===== src/rtl/serial_add_pkg.sv =====
// Shared types and defaults for the bit-serial adder controller.
package serial_add_pkg;

    localparam int SERIAL_ADD_WIDTH_DEF = 8;

    typedef enum logic [1:0] {
        ST_IDLE = 2'd0,
        ST_RUN  = 2'd1,
        ST_DONE = 2'd2
    } state_e;

endpackage


===== src/rtl/serial_add_ctrl_if.sv =====
// Request/result bundle of serial_add_ctrl; sub_in exists only with SERIAL_ADD_SUB_EN.
// Handshake: start_in is taken when the block is not busy (IDLE or DONE); the
// result is valid on the single cycle done_out is high and held until the next accepted start.
interface serial_add_ctrl_if #(
    parameter int WIDTH = 8
);
    logic             start_in;
    logic [WIDTH-1:0] a_in;
    logic [WIDTH-1:0] b_in;
`ifdef SERIAL_ADD_SUB_EN
    logic             sub_in;
`endif
    logic             busy_out;
    logic             done_out;
    logic [WIDTH-1:0] sum_out;
    logic             carry_out;

`ifdef SERIAL_ADD_SUB_EN
    modport master (output start_in, a_in, b_in, sub_in,
                    input  busy_out, done_out, sum_out, carry_out);
    modport slave  (input  start_in, a_in, b_in, sub_in,
                    output busy_out, done_out, sum_out, carry_out);
`else
    modport master (output start_in, a_in, b_in,
                    input  busy_out, done_out, sum_out, carry_out);
    modport slave  (input  start_in, a_in, b_in,
                    output busy_out, done_out, sum_out, carry_out);
`endif
endinterface


===== src/rtl/serial_fa_cell.sv =====
// One-bit full adder built from two half adders; the carries never both set, so OR suffices.
module half_adder (
    input  logic i_a,
    input  logic i_b,
    output logic o_sum,
    output logic o_carry
);
    assign o_sum   = i_a ^ i_b;
    assign o_carry = i_a & i_b;
endmodule

module serial_fa_cell (
    input  logic i_a,
    input  logic i_b,
    input  logic i_cin,
    output logic o_sum,
    output logic o_cout
);
    logic w_s0;
    logic w_c0;
    logic w_c1;

    half_adder u_ha0 (.i_a(i_a),  .i_b(i_b),   .o_sum(w_s0),  .o_carry(w_c0));
    half_adder u_ha1 (.i_a(w_s0), .i_b(i_cin), .o_sum(o_sum), .o_carry(w_c1));

    assign o_cout = w_c0 | w_c1;
endmodule


===== src/rtl/serial_add_ctrl.sv =====
// Bit-serial adder: WIDTH RUN cycles, LSB first, one shared full-adder cell.
// Define SERIAL_ADD_SUB_EN to add sub_in (A-B via inverted B and carry-in 1).
module serial_add_ctrl
    import serial_add_pkg::*;
#(
    parameter int WIDTH = SERIAL_ADD_WIDTH_DEF
) (
    input  logic              clk_in,
    input  logic              rst_n_in,
    serial_add_ctrl_if.slave  ctrl_if,
    output state_e            dbg_state_out
);
    localparam int CW = $clog2(WIDTH + 1);

    state_e           r_state;
    logic [CW-1:0]    r_cnt;
    logic [WIDTH-1:0] r_a;
    logic [WIDTH-1:0] r_b;
    logic [WIDTH-1:0] r_res;
    logic [WIDTH-1:0] r_sum;
    logic             r_carry;
    logic             r_cout;
    logic             r_busy;
    logic             r_done;

    logic             w_sub;
    logic             w_sum_bit;
    logic             w_carry_next;
    logic             w_last;
    logic [WIDTH-1:0] w_res_next;

`ifdef SERIAL_ADD_SUB_EN
    assign w_sub = ctrl_if.sub_in;
`else
    assign w_sub = 1'b0;
`endif

    assign w_last     = (r_cnt == CW'(WIDTH - 1));
    assign w_res_next = {w_sum_bit, r_res[WIDTH-1:1]};

    serial_fa_cell u_fa (
        .i_a    (r_a[0]),
        .i_b    (r_b[0]),
        .i_cin  (r_carry),
        .o_sum  (w_sum_bit),
        .o_cout (w_carry_next)
    );

    always_ff @(posedge clk_in or negedge rst_n_in) begin
        if (!rst_n_in) begin
            r_state <= ST_IDLE;
            r_cnt   <= '0;
            r_a     <= '0;
            r_b     <= '0;
            r_res   <= '0;
            r_sum   <= '0;
            r_carry <= 1'b0;
            r_cout  <= 1'b0;
            r_busy  <= 1'b0;
            r_done  <= 1'b0;
        end else begin
            r_done <= 1'b0;
            case (r_state)
                ST_IDLE, ST_DONE: begin
                    if (ctrl_if.start_in) begin
                        r_state <= ST_RUN;
                        r_busy  <= 1'b1;
                        r_cnt   <= '0;
                        r_a     <= ctrl_if.a_in;
                        r_b     <= ctrl_if.b_in ^ {WIDTH{w_sub}};
                        r_carry <= w_sub;
                    end else begin
                        r_state <= ST_IDLE;
                    end
                end
                ST_RUN: begin
                    // start_in is deliberately not looked at here
                    r_a     <= r_a >> 1;
                    r_b     <= r_b >> 1;
                    r_carry <= w_carry_next;
                    r_res   <= w_res_next;
                    if (w_last) begin
                        r_state <= ST_DONE;
                        r_busy  <= 1'b0;
                        r_done  <= 1'b1;
                        r_cnt   <= '0;
                        r_sum   <= w_res_next;
                        r_cout  <= w_carry_next;
                    end else begin
                        r_cnt <= r_cnt + CW'(1);
                    end
                end
                default: begin
                    r_state <= ST_IDLE;
                    r_busy  <= 1'b0;
                end
            endcase
        end
    end

    assign ctrl_if.busy_out  = r_busy;
    assign ctrl_if.done_out  = r_done;
    assign ctrl_if.sum_out   = r_sum;
    assign ctrl_if.carry_out = r_cout;
    assign dbg_state_out     = r_state;

endmodule


===== src/flat_wrapper.sv =====
// flat-port wrapper written by rule: the top's interface ports become plain ports
module serial_add_ctrl_flat import serial_add_pkg::*;
#(
    parameter int WIDTH = SERIAL_ADD_WIDTH_DEF
)
  (clk_in, rst_n_in, dbg_state_out, ctrl_if_start_in, ctrl_if_a_in, ctrl_if_b_in, ctrl_if_busy_out, ctrl_if_done_out, ctrl_if_sum_out, ctrl_if_carry_out);
  serial_add_ctrl_if #(.WIDTH(WIDTH)) ctrl_if_i ();
  input  logic clk_in;
  input  logic rst_n_in;
  output state_e dbg_state_out;
  input wire logic [$bits(ctrl_if_i.start_in)-1:0] ctrl_if_start_in;
  input wire logic [$bits(ctrl_if_i.a_in)-1:0] ctrl_if_a_in;
  input wire logic [$bits(ctrl_if_i.b_in)-1:0] ctrl_if_b_in;
  output wire logic [$bits(ctrl_if_i.busy_out)-1:0] ctrl_if_busy_out;
  output wire logic [$bits(ctrl_if_i.done_out)-1:0] ctrl_if_done_out;
  output wire logic [$bits(ctrl_if_i.sum_out)-1:0] ctrl_if_sum_out;
  output wire logic [$bits(ctrl_if_i.carry_out)-1:0] ctrl_if_carry_out;
  assign ctrl_if_i.start_in = ctrl_if_start_in;
  assign ctrl_if_i.a_in = ctrl_if_a_in;
  assign ctrl_if_i.b_in = ctrl_if_b_in;
  assign ctrl_if_busy_out = ctrl_if_i.busy_out;
  assign ctrl_if_done_out = ctrl_if_i.done_out;
  assign ctrl_if_sum_out = ctrl_if_i.sum_out;
  assign ctrl_if_carry_out = ctrl_if_i.carry_out;
  serial_add_ctrl #(.WIDTH(WIDTH)) u_core (.clk_in(clk_in), .rst_n_in(rst_n_in), .ctrl_if(ctrl_if_i), .dbg_state_out(dbg_state_out));
endmodule

===== config.mk =====
export PLATFORM = sky130hd
export DESIGN_NAME = serial_add_ctrl_flat
export DESIGN_NICKNAME = d
export VERILOG_FILES = /design/src/rtl/serial_add_pkg.sv /design/src/rtl/serial_add_ctrl_if.sv /design/src/rtl/serial_fa_cell.sv /design/src/rtl/serial_add_ctrl.sv /design/src/flat_wrapper.sv
export SDC_FILE = /design/constraint.sdc
export NUM_CORES = 1
export LEC_CHECK = 0
export ABC_AREA = 1
export CAP_MARGIN = 40
export CORE_ASPECT_RATIO = 0.6
export CORE_MARGIN = 2
export CORE_UTILIZATION = 40
export DETAILED_ROUTE_END_ITERATION = 10
export PLACE_DENSITY_LB_ADDON = 0.05
export SYNTH_ARGS = -nofsm -noshare
export SYNTH_HDL_FRONTEND = slang
export SYNTH_SLANG_ARGS = --single-unit
export TNS_END_PERCENT = 10

===== constraint.sdc =====
create_clock -name clk_in -period 1.6 [get_ports clk_in]
set_clock_uncertainty 0.2 [all_clocks]
set_input_delay 0.16 -clock clk_in [delete_from_list [all_inputs] [get_ports clk_in]]
set_output_delay 0.16 -clock clk_in [all_outputs]
set_load 0.005 [all_outputs]

# Yosys cells after proc, flatten, opt, wreduce, memory -nomap -nowiden
# Cells that the tools add are included.
# word_totals
output_inout_bits	13
inputBits	19
word_cells	44
regBits	42
# classes
n_reduce_logical	6
addsub	1
n_bitwise	5
n_mux	17
n_eq_ne	5
# op_table
op	count
$pmux 8 s2	2
$mux 8	2
$mux 4	2
$pmux 4 s2	1
$mux 1	6
$reduce_and 2->1	3
$add 4x1->4 const B	1
$eq 4x3->1 const B	1
$pmux 1 s2	2
$pmux 2 s2	1
$and 1x1->1	2
$eq 2x1->1 const B	1
$eq 2x2->1 const B	1
$logic_not 2->1	1
$mux 2	1
$ne 2x1->1 const B	1
$ne 2x2->1 const B	1
$reduce_bool 2->1	1
$reduce_or 2->1	1
$xor 1x1->1	2
$or 1x1->1	1

# Depth between registers and ports, before layout
# Gate-level depths: netlist of the first run.
# logic_depth
ltp_word	4
depth_mapped	7
mapped_depth_nobuf	7

# Cells and area by module
# A second synthesis of the first run with hierarchy kept.
# unflattened
hier_cells	223
area_unflattened_um2	1938.1
# modules_own_cells
mod	instances	cells_each	area_per_inst_um2	seq_area_each_um2
serial_add_ctrl	1	218	1901.8	1026.0
half_adder	2	1	12.5	0.0
serial_fa_cell	1	3	11.3	0.0

# Least setup slack after synthesis of the first run
# OpenSTA, ideal clock, no wires.
# synth_path
path_kind	register to register
from	register u_core.r_cnt[0]
to	register u_core.r_sum[0], in the netlist u_core.ctrl_if.sum_out[0]
t_required_ps	1284
path_buffers	1
setup_slack_ps	163
arrival_ps	1121
path_stages_with_launch	8
setup_ps	116
synth_period_minus_slack_ps	1437
cell_sequence	dfrtp_1 > ha_1 > nand2_1 > nor2_2 > nand2_2 > buf_6 > nand2_1 > nand2_1
# synth_between
elab_chain_cells	2
# synth_rtl
item	line	source
start: declaration	serial_add_ctrl.sv:16	logic [CW-1:0] r_cnt;
start signal: assignment	serial_add_ctrl.sv:90	r_cnt <= r_cnt + CW'(1);
$eq 4x3->1	serial_add_ctrl.sv:38	assign w_last = (r_cnt == CW'(WIDTH - 1));
$reduce_and 2->1 (no line)	-	
end signal: assignment	serial_add_ctrl.sv:87	r_sum <= w_res_next;
end: declaration	serial_add_ctrl.sv:20	logic [WIDTH-1:0] r_sum;
# Every way passes these cells.
# A chain may end at the register's enable or synchronous reset.

# Final worst setup path of the first run
# layout_path
from	register u_core.r_busy, in the netlist u_core.ctrl_if.busy_out
to	output ctrl_if_busy_out
# layout_rtl
item	line	source
start: declaration	serial_add_ctrl.sv:23	logic r_busy;
start signal: assignment	serial_add_ctrl.sv:59	r_busy <= 1'b0;
start signal: assignment	serial_add_ctrl.sv:67	r_busy <= 1'b1;
start signal: assignment	serial_add_ctrl.sv:84	r_busy <= 1'b0;
end: declaration	flat_wrapper.sv:14	output wire logic [$bits(ctrl_if_i.busy_out)-1:0] ctrl_if_busy_out;
# No word-level cell between the ends.

==> flow_summary.ini, run 1 <==
[pwr]
sequentialPowerShare_pct = 39.4
vdd_drop_max_uv = 862
comb_power_share_pct = 45.6
p_switching_mw = 1.79
sw_frac_of_total_pct = 39.4
p_clk_share_pct = 15.0
p_leak_nw = 1.28
p_int_mw = 2.74
power_density_mw_per_mm2 = 1860

[route]
detail_route.wl_per_cell_um = 10.4
violation_count_after_the_first_detailed_route_iteration = 29
num_vias = 1418
drt-vias-per-instance = 4.25
drt-total-wl_um = 3480
met3_wirelength_um = 108
wl_met1_um = 1840
routed-wl-met2_um = 1490
highest_layer = met4
drc_errors = 0
ant_nets = 0
dr.pass1.iters = 4

[setup_path]
worst_ep_required_time_ns = 1.24
worstPathCellList = clkdlybuf4s50_1
timing.critical_path.max_delay_family = buffers and inverters
r2r_slack_ns = 0.12
worst-setup-path-type = register to primary output
cp_num_cells = 1
ff2ff_path_depth = 8
critPathArrivalTime_ns = 1.18
critPathSlowestCell = sky130_fd_sc_hd__clkdlybuf4s50_1
critical_path.endpoint_type = primary output
slowest_delay_ns = 0.51
critPathLaunchType = register
r2r_start = u_core.r_cnt[1]
crit-reg2reg-capture = u_core.ctrl_if.sum_out[0]
timing.critical_path.fanout_max = 2
worst-path-buf-inv = 1

[sta]
max_clock_freq_mhz = 650
timing_hold_violations_final = 0
rsz0062_at_grt = no
final.setup.tns_ns = 0
worst_slew_pin_tran_ns = 0.283
period_minus_slack_ns = 1.54
timing.final.max_slew_violations = 0
final_count_of_negative_setup_slack_endpoints = 0
final.hold.worst_slack_ns = 0.150
fin_crit_sh_pct = 96.1
relSlewSlack_pct = 81.0

[synthesis]
ys_ff_latch = 41
synthesis.area_per_instance_um2 = 8.21
yosysUniqueCellTypes = 21
synthesis.area_mm2 = 0.00188
yosysWarningCount = 0
synth_nets = 250
synthCells = 229
yosysSeqAreaShare_pct = 54.6

[run]
drv.max_cap_violation_count = 0

[global_routing]
grt_max_degree = 42
grt_pass1_vias = 1346
global_route.usage.total_pct = 14.7
grt_pass1_wl_um = 5950
global_route.overflow_total = 0
grt_antenna_before_repair = 0

[cells_and_area]
layout-area-overhead-vs-synth_pct = 29.4
antennaDiodeCount = 0
design_area_mm2 = 0.00243
num-nets-final = 291
layout-drive-gt1-share_pct = 12.2
n_fill_cell = 444

[floorplan]
top_level_ports = 32
chipHeight_um = 57.1
floorplan.die.width_um = 92.5
initial_core_util_pct = 41.4
core_mm2 = 0.00454
rows = 19
die_area_mm2 = 0.00528

[min_path]
worst_min_path_class = primary input to async pin

[clocking]
htree_num_levels = 2
clkLatencyLatePin_ns = 0.30
clock_pin_slew_worst_setup_and_hold_paths_ns = 0.08
tritoncts_clock_tree = built
cts_made_buffers = 5
clock-sinks = 41
cts_buffer_depth = 2
clockRootBuffer = sky130_fd_sc_hd__clkbuf_8

[placement]
routabilityCongestion = 0.730
postPlaceCellArea_mm2 = 0.00232
io_buffers = 31
dp.final_hpwl_um = 2400

[outcome]
status = complete, no violations
-- synth_stat cells, drive strengths merged --
master | instances | area (um^2)
nand3 | 17 | 85.1
inv | 42 | 160
clkbuf | 1 | 3.75
nor2 | 4 | 25.0
nand4 | 1 | 6.26
buf | 6 | 45.0
fa | 1 | 20.0
o21ai | 21 | 135
nand2 | 92 | 350
dfrtp | 41 | 1030
ha | 1 | 12.5
a21oi | 2 | 10.0
-- worst max-delay path by stage --
stage	startpoint	to	slack (ns)
after floorplan	u_core.r_cnt[0]	u_core.ctrl_if.sum_out[0]	0.16
after global placement	u_core.r_cnt[1]	u_core.ctrl_if.sum_out[0]	0.16
after detailed placement	u_core.r_cnt[1]	u_core.ctrl_if.sum_out[0]	0.12
after CTS	u_core.ctrl_if.busy_out	ctrl_if_busy_out	0.05
after global routing	u_core.ctrl_if.busy_out	ctrl_if_busy_out	0.02
final	u_core.ctrl_if.busy_out	ctrl_if_busy_out	0.06
-- routing by layer --
metal	vias up	GRT usage [%]
li1	768	-
met1	631	20.2
met2	15	21.8
met3	4	4.76
met4	0	5.76
met5	-	0
-- logic make-up after synthesis --
kind of cell | Yosys count | share of synthesized area (%)
AND/OR/NAND/NOR | 114 | 24.8
buffers and inverters | 49 | 11.1
flip-flops | 41 | 54.6
AO/OA/AOI/OAI | 23 | 7.72
adder cells (fa/ha/maj) | 2 | 1.73
-- power by group through the flow --
stage	Clock (mW)	Sequential [mW]	Combinational, mW
floorplan	0	1.77	1.33
global placement	0	1.80	2.09
detailed placement	0	1.80	2.09
CTS	0.711	1.78	2.11
global route	0.753	1.84	2.37
finish	0.678	1.79	2.07
-- layout by cell type, fill, tap and decap left out, types with 2 or more instances in the layout --
cell type	count
sky130_fd_sc_hd__nand2_1	90
sky130_fd_sc_hd__dfrtp_1	41
sky130_fd_sc_hd__inv_1	39
sky130_fd_sc_hd__clkdlybuf4s50_1	29
sky130_fd_sc_hd__nand3_1	17
sky130_fd_sc_hd__o21ai_0	11
sky130_fd_sc_hd__o21ai_2	8
sky130_fd_sc_hd__clkbuf_8	5
sky130_fd_sc_hd__buf_4	5
sky130_fd_sc_hd__buf_12	4
sky130_fd_sc_hd__clkinvlp_4	3
sky130_fd_sc_hd__inv_2	2
sky130_fd_sc_hd__nand2_2	2
sky130_fd_sc_hd__nor2_1	2
sky130_fd_sc_hd__o21ai_1	2
sky130_fd_sc_hd__a21oi_1	2
-- through the flow --
step	util [%]	power, mW	instances	setup slack [ns]
CTS	53.6	4.61	334	0.0484
floorplan	-	3.11	229	0.163
finish	53.6	4.53	334	0.0624
detailed placement	51.2	3.90	324	0.119
global route	53.6	4.97	334	0.0236
global placement	51.2	3.89	324	0.156
-- sequential cells by signal, summed over array words and instances, names as in the netlist --
| register | flops |
|---|---|
| u_core.ctrl_if.busy_out | 1 |
| u_core.ctrl_if.sum_out | 8 |
| u_core.r_b | 8 |
| u_core.r_a | 8 |
| u_core.r_cnt | 4 |
| u_core.ctrl_if.done_out | 1 |
| u_core.ctrl_if.carry_out | 1 |
| u_core.dbg_state_out | 2 |
| u_core.r_res | 7 |
| u_core.r_carry | 1 |
-- area by class of cell --
| class | instances | area [um^2] | share of cell area [%] |
|---|---|---|---|
| Multi-Input combinational cell | 139 | 644 | 26.5 |
| Sequential cell | 41 | 1030 | 42.2 |
| Timing Repair Buffer | 41 | 432 | 17.7 |
| Tap cell | 63 | 78.8 | 3.24 |
| Clock inverter | 3 | 22.5 | 0.926 |
| Inverter | 42 | 160 | 6.58 |
| Clock buffer | 5 | 68.8 | 2.83 |
-- timing repair --
action | in CTS | in global routing
resized for setup | 1 | 0
hold buffers | 1 | 0
buffers inserted | 1 | 0
hold endpoints to repair | 41 | 0
setup endpoints to repair | 2 | 0
Note: power is estimated with default switching activity, not from simulation.
==> inputs of run 2 (changes only) <==
CORE_UTILIZATION = 45   (was 40)
==> run 2 against run 1 <==
  * Utilization rose by 7.3 points
  * Wire length grew 2.0%
  * Maximum frequency is 0.67% lower
  * Power increased by 5.3%
  * Critical endpoint is now dbg_state_out[1]
  * Non-clock buffer count up 3
  * Worst setup slack worse by 0.010 ns
  * Cell count decreased by 3.0%
  * Clock power up 30%
  * Largest power group unchanged
==> flow_summary.ini, run 2 (synthesis results as in run 1) <==
[floorplan]
core_mm2 = 0.00405
die_area_mm2 = 0.00473
initial_core_util_pct = 46.4
rows = 18
top_level_ports = 32
chipHeight_um = 54.1
floorplan.die.width_um = 87.4

[sta]
rsz0062_at_grt = no
period_minus_slack_ns = 1.55
max_clock_freq_mhz = 646
fin_crit_sh_pct = 96.8
final.hold.worst_slack_ns = 0.157
worst_slew_pin_tran_ns = 0.224
relSlewSlack_pct = 85.0
timing_hold_violations_final = 0
layout_setup_ws_ns = 0.0520
timing.final.max_slew_violations = 0
final.setup.tns_ns = 0
final_count_of_negative_setup_slack_endpoints = 0

[setup_path]
r2r_start = u_core.r_cnt[1]
worst-setup-path-type = register to primary output
r2r_slack_ns = 0.10
critPathSlowestCell = sky130_fd_sc_hd__clkdlybuf4s50_1
critical_path.endpoint_type = primary output
timing.critical_path.max_delay_family = buffers and inverters
crit-reg2reg-capture = u_core.ctrl_if.sum_out[5]
critPathLaunchType = register
ff2ff_path_depth = 7
critPathArrivalTime_ns = 1.19
timing.critical_path.fanout_max = 2
worst_ep_required_time_ns = 1.24
worstPathCellList = clkdlybuf4s50_1
slowest_delay_ns = 0.51
critPathLaunch = u_core.dbg_state_out[1]
worst-path-buf-inv = 1

[cells_and_area]
antennaDiodeCount = 0
layout-drive-gt1-share_pct = 13.9
commonest_non_fill_non_tap_cell_in_the_layout = sky130_fd_sc_hd__nand2_1
layout-area-overhead-vs-synth_pct = 31.2
design_area_mm2 = 0.00247
layoutNonFillerInstCount = 324
num-nets-final = 294
fin_util_pct = 60.8
layout.cells.most_common_list = sky130_fd_sc_hd__nand2_1 (89), sky130_fd_sc_hd__dfrtp_1 (41), sky130_fd_sc_hd__inv_1 (39)

[route]
detail_route.wl_per_cell_um = 11.0
drt-total-wl_um = 3550
dr.pass1.iters = 4
ant_nets = 0
num_vias = 1480
drt-vias-per-instance = 4.57
violation_count_after_the_first_detailed_route_iteration = 69
drc_errors = 0

[pwr]
design_power_total_mw = 4.77
power_density_mw_per_mm2 = 1930
vdd_drop_max_uv = 830
sw_frac_of_total_pct = 38.0
p_switching_mw = 1.81
sequentialPowerShare_pct = 37.5
p_leak_nw = 1.32
comb_power_share_pct = 44.1
p_clk_share_pct = 18.4
p_int_mw = 2.96

[clocking]
htree_num_levels = 2
clkLatencyLatePin_ns = 0.30
tritoncts_clock_tree = built
clockRootBuffer = sky130_fd_sc_hd__clkbuf_8
cts_buffer_depth = 2
cts_made_buffers = 5
clock-sinks = 41
clock_pin_slew_worst_setup_and_hold_paths_ns = 0.08

[placement]
dp.cells = 312
dp_worst_setup_slack_ns = 0.0981
routabilityCongestion = 0.739
dp.final_hpwl_um = 2400
postPlaceCellArea_mm2 = 0.00230
io_buffers = 31

[global_routing]
global_route.overflow_total = 0
grt_pass1_wl_um = 6180
grt_pass1_vias = 1331
grt_antenna_before_repair = 0
grt_max_degree = 42
global_route.usage.total_pct = 17.6

[min_path]
worst_min_path_class = primary input to async pin

[outcome]
status = complete, no violations

[run]
drv.max_cap_violation_count = 0
[run 2: worst reg2reg max path, stage by stage, from the launching register on]
cell and delay (ns):
sky130_fd_sc_hd__dfrtp_1 0.40, sky130_fd_sc_hd__ha_2 0.20, sky130_fd_sc_hd__nand2_2 0.07, sky130_fd_sc_hd__nor2_2 0.14
sky130_fd_sc_hd__nand2_2 0.09, sky130_fd_sc_hd__buf_12 0.16, sky130_fd_sc_hd__nand2_1 0.08, sky130_fd_sc_hd__o21ai_2 0.05
[run 2: worst max path at each step]
| stage | to | slack [ns] | cells past startpoint |
|---|---|---|---|
| after floorplan | u_core.ctrl_if.sum_out[0] | 0.16 | 7 |
| after detailed placement | u_core.ctrl_if.sum_out[4] | 0.1 | 7 |
| after global placement | u_core.ctrl_if.sum_out[6] | 0.10 | 7 |
| after CTS | dbg_state_out[0] | 0.009 | 1 |
| final | dbg_state_out[1] | 0.05 | 1 |
| after global routing | dbg_state_out[1] | 0.009 | 1 |
[run 2: layout make-up]
class	instances	area [um^2]
Clock inverter	2	37.5
Inverter	42	160
Tap cell	50	62.6
Fill cell	367	1590
Sequential cell	41	1030
Timing Repair Buffer	44	448
Multi-Input combinational cell	139	649
Clock buffer	6	82.6
[run 2: metal layers]
| layer | part of all wire (%) | GRT usage (%) |
|---|---|---|
| met1 | 55 | 25.6 |
| met2 | 40 | 25.5 |
| met3 | 4.0 | 5.06 |
| met4 | 1.5 | 5.38 |
| met5 | 0 | 0 |
[run 2: power by group through the flow]
stage                     sequential, mW  combinational (mW)  clock [mW]
final                               1.79                2.10       0.880
after floorplan                     1.77                1.33           0
after global routing                1.85                2.43       0.944
after global placement              1.80                2.04           0
after detailed placement            1.80                2.07           0
after CTS                           1.79                2.10       0.889
[run 2: repair_timing]
item / in CTS / in global routing
endpoints found under the setup margin: 1 / 9
buffers inserted: 1 / 2
hold endpoints to repair: 41 / 0
hold buffers: 1 / 0
gates resized for setup: 0 / 4
pin swaps: 0 / 1
